**config.mk**
```make
export PLATFORM = sky130hd
export DESIGN_NAME = reg_master
export DESIGN_NICKNAME = d
export VERILOG_FILES = /design/src/rtl/reg_master.sv
export SDC_FILE = /design/constraint.sdc
export NUM_CORES = 1
export LEC_CHECK = 0
export CAP_MARGIN = 20
export CORE_MARGIN = 4
export CORE_UTILIZATION = 45
export CTS_CLUSTER_DIAMETER = 100
export DETAILED_ROUTE_END_ITERATION = 12
export GPL_TIMING_DRIVEN = 0
export PLACE_DENSITY = 0.79
export RECOVER_POWER = 100
export SYNTH_ARGS = -nofsm -noshare
export SYNTH_HDL_FRONTEND = slang
export SYNTH_SLANG_ARGS = --single-unit
```
**constraint.sdc**
```tcl
create_clock -name sys_clk_25m -period 2 [get_ports sys_clk_25m]
set_clock_uncertainty 0.15 [all_clocks]
set_input_delay 0.2 -clock sys_clk_25m [delete_from_list [all_inputs] [get_ports sys_clk_25m]]
set_output_delay 0.2 -clock sys_clk_25m [all_outputs]
set_load 0.03 [all_outputs]
```
**src/rtl/reg_master.sv**
```systemverilog
// Register-bus master: takes one command at a time, drives a start/end framed
// register access, waits for read data with a bounded timeout, and returns a response.
module reg_master #(
  parameter int TIMEOUT_CYCLES = 16
) (
  input  logic       sys_clk_25m,
  input  logic       sys_rst,
  input  logic       cmd_valid,
  output logic       cmd_ready,
  input  logic       cmd_rw,
  input  logic [7:0] cmd_addr,
  input  logic [7:0] cmd_wdata,
  output logic       rsp_valid,
  input  logic       rsp_ready,
  output logic [7:0] rsp_rdata,
  output logic       rsp_err,
  output logic [7:0] reg_addr,
  output logic [7:0] reg_wr_data,
  output logic       reg_rw,
  output logic       reg_rw_start,
  output logic       reg_rw_end,
  input  logic [7:0] reg_rd_data,
  input  logic       reg_out_oe,
  output logic       busy
);

  typedef enum logic [2:0] {IDLE, START, WAIT_OE, END, RESP} state_t;

  localparam logic [7:0] LAST_WAIT = 8'(TIMEOUT_CYCLES - 1);

  state_t     state, state_d;
  logic [7:0] cnt, cnt_d;
  logic [7:0] addr_d, wdata_d, rdata_d;
  logic       rw_d, err_d;

  always_comb begin
    state_d = state;
    cnt_d   = cnt;
    addr_d  = reg_addr;
    wdata_d = reg_wr_data;
    rw_d    = reg_rw;
    rdata_d = rsp_rdata;
    err_d   = rsp_err;
    case (state)
      IDLE: begin
        // cmd_ready is low for the first cycle out of reset, so it gates the handshake
        if (cmd_valid && cmd_ready) begin
          addr_d  = cmd_addr;
          wdata_d = cmd_wdata;
          rw_d    = cmd_rw;
          rdata_d = 8'h00;
          err_d   = 1'b0;
          state_d = START;
        end
      end
      START: begin
        if (reg_rw) begin
          cnt_d   = 8'h00;
          state_d = WAIT_OE;
        end else begin
          state_d = END;
        end
      end
      WAIT_OE: begin
        // data on the terminal-count cycle still wins over the timeout
        if (reg_out_oe) begin
          rdata_d = reg_rd_data;
          err_d   = 1'b0;
          state_d = END;
        end else if (cnt == LAST_WAIT) begin
          rdata_d = 8'h00;
          err_d   = 1'b1;
          state_d = END;
        end else begin
          cnt_d = cnt + 8'd1;
        end
      end
      END:  state_d = RESP;
      RESP: if (rsp_ready) state_d = IDLE;
      default: state_d = IDLE;
    endcase
  end

  // Every output is a flop loaded from the next-state decode.
  always_ff @(posedge sys_clk_25m or posedge sys_rst) begin
    if (sys_rst) begin
      state        <= IDLE;
      cnt          <= 8'h00;
      cmd_ready    <= 1'b0;
      rsp_valid    <= 1'b0;
      rsp_rdata    <= 8'h00;
      rsp_err      <= 1'b0;
      busy         <= 1'b0;
      reg_addr     <= 8'h00;
      reg_wr_data  <= 8'h00;
      reg_rw       <= 1'b0;
      reg_rw_start <= 1'b0;
      reg_rw_end   <= 1'b0;
    end else begin
      state        <= state_d;
      cnt          <= cnt_d;
      reg_addr     <= addr_d;
      reg_wr_data  <= wdata_d;
      reg_rw       <= rw_d;
      rsp_rdata    <= rdata_d;
      rsp_err      <= err_d;
      cmd_ready    <= (state_d == IDLE);
      busy         <= (state_d != IDLE);
      reg_rw_start <= (state_d == START);
      reg_rw_end   <= (state_d == END);
      rsp_valid    <= (state_d == RESP);
    end
  end

endmodule

```
==> tab_implementation.tex, run 1 <==
\begin{tabular}{lr}
\hline
Metric & Value \\
\hline
\multicolumn{2}{l}{\textbf{Place}} \\
\quad HPWL after detailed placement & slightly below 3000 um \\
\quad Buffers on Ports & 60 \\
\quad Global placement routability congestion & 0.7159 \\
\multicolumn{2}{l}{\textbf{Timing}} \\
\quad Time the worst path needs with I/O delays and setup & 1.932 ns \\
\quad Maximum clock frequency & 517.5 MHz \\
\quad Tightest slew margin relative to the limit & 0.4497 \\
\quad Fraction of the cycle the final worst path needs & 0.9662 \\
\quad Total negative slack for setup checks & 0 ns \\
\quad Worst-Margin Slew & $\sim$0.8 ns \\
\quad Slew Viols, Final & 0 \\
\quad Setup repair after global routing missed its margin & false \\
\quad Hold Fails Final Rpt & 0 \\
\quad Final setup violating endpoints & 0 \\
\multicolumn{2}{l}{\textbf{Yosys}} \\
\quad Proportion of synthesized chip area in sequential cells & 0.5749 \\
\quad Synthesized area per cell & 13.15 um\^{}2 \\
\quad Ranking of synthesized cells by area & sky130\_fd\_sc\_hd\_\_dfrtp\_1 57\%, sky130\_fd\_sc\_hd\_\_mux2\_2 9.9\%, sky130\_fd\_sc\_hd\_\_a22o\_1 3.8\% \\
\quad Number of enable flip-flop cells after synthesis & 0 \\
\quad Number of distinct library cells after synthesis & 39 \\
\quad Synthesized instance count & 139 \\
\quad Most frequent cells after synthesis & 42 x sky130\_fd\_sc\_hd\_\_dfrtp\_1, 16 x sky130\_fd\_sc\_hd\_\_mux2\_2, 8 x sky130\_fd\_sc\_hd\_\_a22o\_1 \\
\quad Most used flip-flop cell after synthesis & sky130\_fd\_sc\_hd\_\_dfrtp\_1 \\
\quad Area share of the largest cell type after synthesis & 0.5749 \\
\quad Share of synthesized registers carrying an async set or reset & 1.000 \\
\quad Synth Net Count & 170 \\
\quad Cell area after synthesis & 1828 um\^{}2 \\
\quad Yosys reg bits & 42 \\
\quad YS warnings & 0 \\
\quad Top-count cell post-synth & sky130\_fd\_sc\_hd\_\_dfrtp\_1 \\
\quad Post-synthesis cell type with the largest combined area & sky130\_fd\_sc\_hd\_\_dfrtp\_1 \\
\multicolumn{2}{l}{\textbf{Critical path}} \\
\quad Logic depth of the worst register-to-register path & 4 \\
\quad Arrival time at the worst endpoint & 1.95 ns \\
\quad Critical Path Source & state[0] \\
\quad Worst reg2reg path endpoint & reg\_addr[0] \\
\quad Critical path capture point & reg\_addr[0] \\
\quad Critical path class & reg2reg \\
\quad Required time at the endpoint of the critical path & approximately 2.0 ns \\
\quad Worst R2R Start & state[0] \\
\quad Startpoint type of the worst setup path & flip-flop \\
\quad Internal reg-to-reg setup slack & 0.07 ns \\
\quad Crit-path max FO & 10 \\
\quad Critical path capture point type & flip-flop \\
\multicolumn{2}{l}{\textbf{Floorplan}} \\
\quad Die Span Y & 71.74 um \\
\quad Core outline area & between 3000 and 4000 um\^{}2 \\
\quad Initial standard-cell utilization of the core & 0.4812 \\
\quad Std cell rows & 22 \\
\quad DIE AREA & $\sim$5100 um\^{}2 \\
\quad Top-Level Pins & 61 \\
\quad Die Span X & around 70 um \\
\multicolumn{2}{l}{\textbf{Clock tree}} \\
\quad Clock sinks & 42 \\
\quad Maximum clock insertion buffer count & 2 \\
\quad CTS Hold Bufs & 0 \\
\quad Count of H-tree levels built during CTS & 2 \\
\quad Clock root cell & sky130\_fd\_sc\_hd\_\_clkbuf\_8 \\
\quad Source-to-sink clock delay at the later pin of the worst-skew pair & 0.28 ns \\
\quad Postcts setup bufs & 0 \\
\quad Post-CTS clock slew at the launch and capture registers of the worst setup and hold paths & 0.07 ns \\
\quad CTS tree & built \\
\quad Number of buffers created by CTS & 5 \\
\multicolumn{2}{l}{\textbf{Pwr}} \\
\quad Power consumption & 4.250 mW \\
\quad Total power per unit cell area & 1636 nW/um\^{}2 \\
\quad LEAKAGE & 1.152 nW \\
\quad Maximum VDD drop & 0.8998 mV \\
\multicolumn{2}{l}{\textbf{Layout}} \\
\quad Layout overhead on the synthesized area & 42.09\% \\
\quad Filler cells & $\sim$280 \\
\quad Post-layout nets & 237 \\
\quad Layout cells sized above 1 & 0.1981 \\
\quad Antenna Cells & 0 \\
\multicolumn{2}{l}{\textbf{Route}} \\
\quad Post-DR wirelength/cell & 15.61 um \\
\quad Via count & between 1000 and 1500 \\
\quad 1st-iter DRT viols & between 90 and 100 \\
\quad Count of nets left with antenna violations after detail routing & 0 \\
\quad Post-Route WL & 3981 um \\
\quad First drt pass iteration count & 4 \\
\quad Vias per inst & 5.204 \\
\quad Number of remaining DRC errors & 0 \\
\multicolumn{2}{l}{\textbf{Global routing}} \\
\quad Aggregate global-route resource usage & 0.1596 \\
\quad Number of global-route vias before repair & around 1400 \\
\quad First-pass GRT wire length & 6465 um \\
\quad Number of antenna violations at the first check in global routing & 0 \\
\quad Largest net degree at the start of global routing & 43 \\
\quad GRT Residual Overflow & 0 \\
\multicolumn{2}{l}{\textbf{Hold path}} \\
\quad Path category of the worst min-delay check & reg2reg \\
\quad Startpoint of the most critical hold path & rsp\_rdata[2] \\
\multicolumn{2}{l}{\textbf{Flow run}} \\
\quad Maxcap violations & 0 \\
\multicolumn{2}{l}{\textbf{Outcome}} \\
\quad Outcome & complete, no violations \\
\hline
\end{tabular}
## what timing repair did
item,in CTS,in global routing
setup endpoints to repair,1,9
resized for setup,1,1
pin swaps,0,0
## worst min-delay path by stage
stage	cells past startpoint	end
detailed placement	1	rsp_rdata[0]
global route	2	rsp_rdata[3]
CTS	2	reg_wr_data[3]
finish	1	rsp_rdata[2]
floorplan	1	reg_addr[4]
global placement	1	reg_addr[4]
## placed cells by master, fill, tap and decap left out, types with 2 or more instances in the layout
cell type,Yosys,final
sky130_fd_sc_hd__or3b_2,2,2
sky130_fd_sc_hd__inv_1,4,3
sky130_fd_sc_hd__clkbuf_1,0,2
sky130_fd_sc_hd__nand2_1,7,7
sky130_fd_sc_hd__clkdlybuf4s50_1,0,27
sky130_fd_sc_hd__clkbuf_8,0,5
sky130_fd_sc_hd__and3_1,2,2
sky130_fd_sc_hd__o21ai_0,6,6
sky130_fd_sc_hd__a21oi_1,4,4
sky130_fd_sc_hd__a22o_1,8,8
sky130_fd_sc_hd__buf_2,2,3
sky130_fd_sc_hd__nor4_1,1,2
sky130_fd_sc_hd__xnor2_1,2,2
sky130_fd_sc_hd__dfrtp_1,42,42
sky130_fd_sc_hd__nor2_1,7,7
sky130_fd_sc_hd__mux2_2,16,16
sky130_fd_sc_hd__a21oi_4,1,2
sky130_fd_sc_hd__a31oi_1,3,3
sky130_fd_sc_hd__mux2_1,2,2
sky130_fd_sc_hd__clkbuf_4,1,2
sky130_fd_sc_hd__nand3_1,4,4
sky130_fd_sc_hd__dlygate4sd3_1,0,33
## cell families (layout without fill, tap and decap cells)
| kind of cell | Yosys count | in the layout | synth area share |
|---|---|---|---|
| buf+inv | 10 | 78 | 0.03011 |
| fa+ha+maj | 1 | 1 | 0.006844 |
| xor+xnor | 2 | 2 | 0.009584 |
| simple gates | 39 | 39 | 0.1485 |
| flops | 42 | 42 | 0.5749 |
| compound gates | 26 | 26 | 0.1136 |
| mux | 19 | 19 | 0.1164 |
## flip-flops by register name, indices dropped and copies added, names as in the netlist, 3 cells and up
register and flops:
cnt 8, state 3, reg_addr 8, rsp_rdata 8
reg_wr_data 8
## metal layers
| metal | track usage | share of wire |
|---|---|---|
| met5 | 0 | 0 |
| met4 | 0.05428 | 0.015 |
| met3 | 0.03787 | 0.050 |
| met2 | 0.2806 | 0.54 |
| met1 | 0.1906 | 0.40 |
## per-stage QoR
step                      hold WS (ns)  area, um^2  cells  worst slack [ns]    util
after detailed placement        0.3304        2489    247          -0.06518  0.6551
after global placement          0.3217        2489    247          -0.08880  0.6551
after floorplan                 0.1847        1828    139            0.2769       -
after CTS                       0.2853        2603    255            0.1058  0.6851
final                           0.3492        2597    255           0.06754  0.6838
after global routing            0.3592        2597    255          0.001463  0.6838
## where the power goes
group          switching (mW)  internal, mW  total, mW
clock network           0.261         0.373      0.634
registers               0.219          1.22       1.44
logic                    1.25         0.924       2.17
total                    1.73          2.52       4.25
## area by class of cell
class | count | area (um^2) | area share
timing repair buffer | 60 | 600.6 | 0.2312
clock buffer | 7 | 76.32 | 0.02938
tap | 48 | 60.06 | 0.02312
inverter | 4 | 15.01 | 0.005780
sequential | 42 | 1051 | 0.4046
buffer | 6 | 37.54 | 0.01445
clock inverter | 1 | 30.03 | 0.01156
multi-input combinational | 87 | 726.9 | 0.2799
## critical path, stage by stage (launching register included)
cell and delay, ns:
sky130_fd_sc_hd__dfrtp_1 0.40, sky130_fd_sc_hd__clkbuf_4 0.20, sky130_fd_sc_hd__nor4_4 0.40, sky130_fd_sc_hd__clkbuf_4 0.31, sky130_fd_sc_hd__mux2_2 0.36
(Power assumes the default switching activity.)
==> run 2, diff against run 1 <==
--- a/config.mk
+++ b/config.mk
@@ -7,12 +7,14 @@
 export LEC_CHECK = 0
 export CAP_MARGIN = 20
 export CORE_MARGIN = 4
-export CORE_UTILIZATION = 45
+export CORE_UTILIZATION = 43
+export CTS_BUF_LIST = sky130_fd_sc_hd__clkbuf_4 sky130_fd_sc_hd__clkbuf_8
 export CTS_CLUSTER_DIAMETER = 100
 export DETAILED_ROUTE_END_ITERATION = 12
 export GPL_TIMING_DRIVEN = 0
-export PLACE_DENSITY = 0.79
+export PLACE_DENSITY = 0.76
 export RECOVER_POWER = 100
+export REMOVE_ABC_BUFFERS = 1
 export SYNTH_ARGS = -nofsm -noshare
 export SYNTH_HDL_FRONTEND = slang
 export SYNTH_SLANG_ARGS = --single-unit
==> tab_implementation.tex, run 2 (synthesized netlist as in run 1, its figures left out) <==
\begin{tabular}{lr}
\hline
Metric & Value \\
\hline
\multicolumn{2}{l}{\textbf{Critical path}} \\
\quad Crit-path max FO & 12 (was 10) \\
\quad Critical path capture point type & flip-flop (unchanged) \\
\quad Cell-by-cell trace of the critical path & nor3b\_2 > and2\_1 > a22o\_1 (was clkbuf\_4 > nor4\_4 > clkbuf\_4 > mux2\_2) \\
\quad Maximum single-stage delay on the critical path & 0.55 ns (was 0.40 ns) \\
\quad Required time at the endpoint of the critical path & 2.08 ns (was 2.02 ns) \\
\quad Arrival time at the worst endpoint & 1.97 ns (was 1.95 ns) \\
\quad Critical path class & reg2reg (unchanged) \\
\quad Critical path's slowest cell & sky130\_fd\_sc\_hd\_\_dfrtp\_1 (unchanged) \\
\quad Dominant delay contributor by cell family on the critical path & simple AND/OR/NAND/NOR gates (was buffers and inverters) \\
\quad Startpoint type of the worst setup path & flip-flop (unchanged) \\
\quad Buffers \& Inverters on Critical Path & 0 (was 2) \\
\multicolumn{2}{l}{\textbf{Route}} \\
\quad 1st-iter DRT viols & 107 (was 95) \\
\quad Post-DR wirelength/cell & 16.13 um (was 15.61 um) \\
\quad Vias per inst & 5.343 (was 5.204) \\
\quad Via count & 1357 (was 1327) \\
\quad First drt pass iteration count & 4 (unchanged) \\
\quad Count of nets left with antenna violations after detail routing & 0 (unchanged) \\
\quad Post-Route WL & 4097 um (was 3981 um) \\
\quad Number of remaining DRC errors & 0 (unchanged) \\
\multicolumn{2}{l}{\textbf{Clock tree}} \\
\quad Count of H-tree levels built during CTS & 2 (unchanged) \\
\quad Post-CTS clock slew at the launch and capture registers of the worst setup and hold paths & 0.08 ns (was 0.07 ns) \\
\quad CTS Hold Bufs & 0 (unchanged) \\
\quad Clock root cell & sky130\_fd\_sc\_hd\_\_clkbuf\_8 (unchanged) \\
\quad Number of buffers created by CTS & 5 (unchanged) \\
\quad Maximum clock insertion buffer count & 2 (unchanged) \\
\quad Clock sinks & 42 (unchanged) \\
\quad CTS tree & built (unchanged) \\
\quad Source-to-sink clock delay at the later pin of the worst-skew pair & 0.29 ns (was 0.28 ns) \\
\multicolumn{2}{l}{\textbf{Timing}} \\
\quad Time the worst path needs with I/O delays and setup & 1.896 ns (was 1.932 ns) \\
\quad Worst-Margin Slew & 0.8493 ns (was 0.8242 ns) \\
\quad Hold Fails Final Rpt & 0 (unchanged) \\
\quad Total negative slack for setup checks & 0 ns (unchanged) \\
\quad Final setup violating endpoints & 0 (unchanged) \\
\quad Maximum clock frequency & 527.5 MHz (was 517.5 MHz) \\
\quad Tightest slew margin relative to the limit & 0.4330 (was 0.4497) \\
\quad Slew Viols, Final & 0 (unchanged) \\
\quad Final worst setup slack & 0.1041 ns (was 0.06754 ns) \\
\quad Setup repair after global routing missed its margin & false (unchanged) \\
\quad Fraction of the cycle the final worst path needs & 0.9479 (was 0.9662) \\
\multicolumn{2}{l}{\textbf{Layout}} \\
\quad Layout overhead on the synthesized area & 41.20\% (was 42.09\%) \\
\quad Fin area & 2581 um\^{}2 (was 2597 um\^{}2) \\
\quad Layout cells sized above 1 & 0.2059 (was 0.1981) \\
\quad Combined flip-flop and latch cell area & 1054 um\^{}2 (was 1051 um\^{}2) \\
\quad Post-layout nets & 234 (was 237) \\
\quad Antenna Cells & 0 (unchanged) \\
\quad Finished Layout Cells & 254 (was 255) \\
\quad Multi-input combinational cell area & 726.9 um\^{}2 (unchanged) \\
\quad Most common cell after layout, fill and taps aside & sky130\_fd\_sc\_hd\_\_dfrtp\_1 (unchanged) \\
\quad Filler cells & 300 (was 277) \\
\quad Commonest cells after routing, fill and taps aside & 40 x sky130\_fd\_sc\_hd\_\_dfrtp\_1, 32 x sky130\_fd\_sc\_hd\_\_dlygate4sd3\_1, 28 x sky130\_fd\_sc\_hd\_\_clkdlybuf4s50\_1, 16 x sky130\_fd\_sc\_hd\_\_mux2\_2, 8 x sky130\_fd\_sc\_hd\_\_a22o\_1 (was 42 x sky130\_fd\_sc\_hd\_\_dfrtp\_1, 33 x sky130\_fd\_sc\_hd\_\_dlygate4sd3\_1, 27 x sky130\_fd\_sc\_hd\_\_clkdlybuf4s50\_1, 16 x sky130\_fd\_sc\_hd\_\_mux2\_2, 8 x sky130\_fd\_sc\_hd\_\_a22o\_1) \\
\multicolumn{2}{l}{\textbf{Global routing}} \\
\quad Largest net degree at the start of global routing & 43 (unchanged) \\
\quad Aggregate global-route resource usage & 0.1663 (was 0.1596) \\
\quad Number of antenna violations at the first check in global routing & 0 (unchanged) \\
\quad Number of global-route vias before repair & 1392 (was 1387) \\
\quad GRT Residual Overflow & 0 (unchanged) \\
\quad First-pass GRT wire length & 6900 um (was 6465 um) \\
\multicolumn{2}{l}{\textbf{Floorplan}} \\
\quad Die Span X & 73.20 um (was 71.74 um) \\
\quad Initial standard-cell utilization of the core & 0.4505 (was 0.4812) \\
\quad Die Span Y & 73.20 um (was 71.74 um) \\
\quad Core outline area & 4058 um\^{}2 (was 3799 um\^{}2) \\
\quad Std cell rows & 23 (was 22) \\
\quad Top-Level Pins & 61 (unchanged) \\
\quad DIE AREA & 5358 um\^{}2 (was 5146 um\^{}2) \\
\multicolumn{2}{l}{\textbf{Place}} \\
\quad HPWL after detailed placement & 3002 um (was 2970 um) \\
\quad Post-place instance area & 2466 um\^{}2 (was 2489 um\^{}2) \\
\quad Global placement routability congestion & 0.8023 (was 0.7159) \\
\quad Post-placement worst setup slack & -0.1156 ns (was -0.06518 ns) \\
\quad Buffers on Ports & 60 (unchanged) \\
\quad Total instance count after detailed placement & 244 (was 247) \\
\multicolumn{2}{l}{\textbf{Hold path}} \\
\quad Path category of the worst min-delay check & reg2reg (unchanged) \\
\multicolumn{2}{l}{\textbf{Outcome}} \\
\quad Outcome & complete, no violations (unchanged) \\
\multicolumn{2}{l}{\textbf{Pwr}} \\
\quad Maximum VDD drop & 0.9789 mV (was 0.8998 mV) \\
\quad Total power per unit cell area & 1623 nW/um\^{}2 (was 1636 nW/um\^{}2) \\
\quad LEAKAGE & 1.135 nW (was 1.152 nW) \\
\multicolumn{2}{l}{\textbf{Flow run}} \\
\quad Maxcap violations & 0 (unchanged) \\
\hline
\end{tabular}
-- run 2: cell count changes in the layout (fill, tap and decap cells not counted), moves of 2 or more --
cell and delta:
sky130_fd_sc_hd__buf_2 -3, sky130_fd_sc_hd__clkbuf_1 -2, sky130_fd_sc_hd__dfrtp_1 -2, sky130_fd_sc_hd__dfrtp_2 +2
-- run 2: path summary, 6_finish.rpt --
path	slack, ns	to	startpoint	cells after the start
max	0.10	rsp_rdata[1]	state[2]	3
min	0.35	rsp_rdata[0]	rsp_rdata[0]	1
min in group asynchronous	0.38	reg_addr[0]	sys_rst	2
min reg2reg	0.35	rsp_rdata[0]	rsp_rdata[0]	1
max reg2reg	0.10	rsp_rdata[1]	state[2]	3
max in group asynchronous	0.74	state[1]	sys_rst	2
-- run 2: cell type report --
class | instances | area share
sequential | 42 | 0.4081
multi-input combinational | 87 | 0.2816
clock inverter | 1 | 0.001939
clock buffer | 7 | 0.03490
inverter | 4 | 0.005817
timing repair buffer | 63 | 0.2433
tap | 50 | 0.02424
-- run 2: where the power goes --
group,leakage [nW],switching (mW),internal [mW]
clock network,0.0517,0.284,0.292
logic,0.557,1.17,0.910
registers,0.526,0.304,1.23
total,1.13,1.76,2.43
-- run 2: per-stage QoR --
stage	hold WS (ns)	total power, mW	util
global route	0.3649	4.428	0.6361
detailed placement	0.3379	3.736	0.6078
finish	0.3484	4.189	0.6361
global placement	0.3183	3.630	0.6041
floorplan	0.1847	2.810	-
CTS	0.2790	4.355	0.6361
-- run 2: metal layers --
metal | wire length, um | part of all wire | vias up | global-route usage
met5 | 0 | 0 | - | 0
met4 | 55 | 0.013 | 0 | 0.06148
met3 | 405 | 0.099 | 6 | 0.06749
met2 | 2055 | 0.50 | 59 | 0.2552
met1 | 1581 | 0.39 | 661 | 0.2104
li1 | - | - | 631 | -
-- run 2: timing repair --
item	4_1_cts	5_1_grt
buffers inserted	2	0
pin swaps	1	0
gates resized for setup	1	3
setup endpoints to repair	19	7
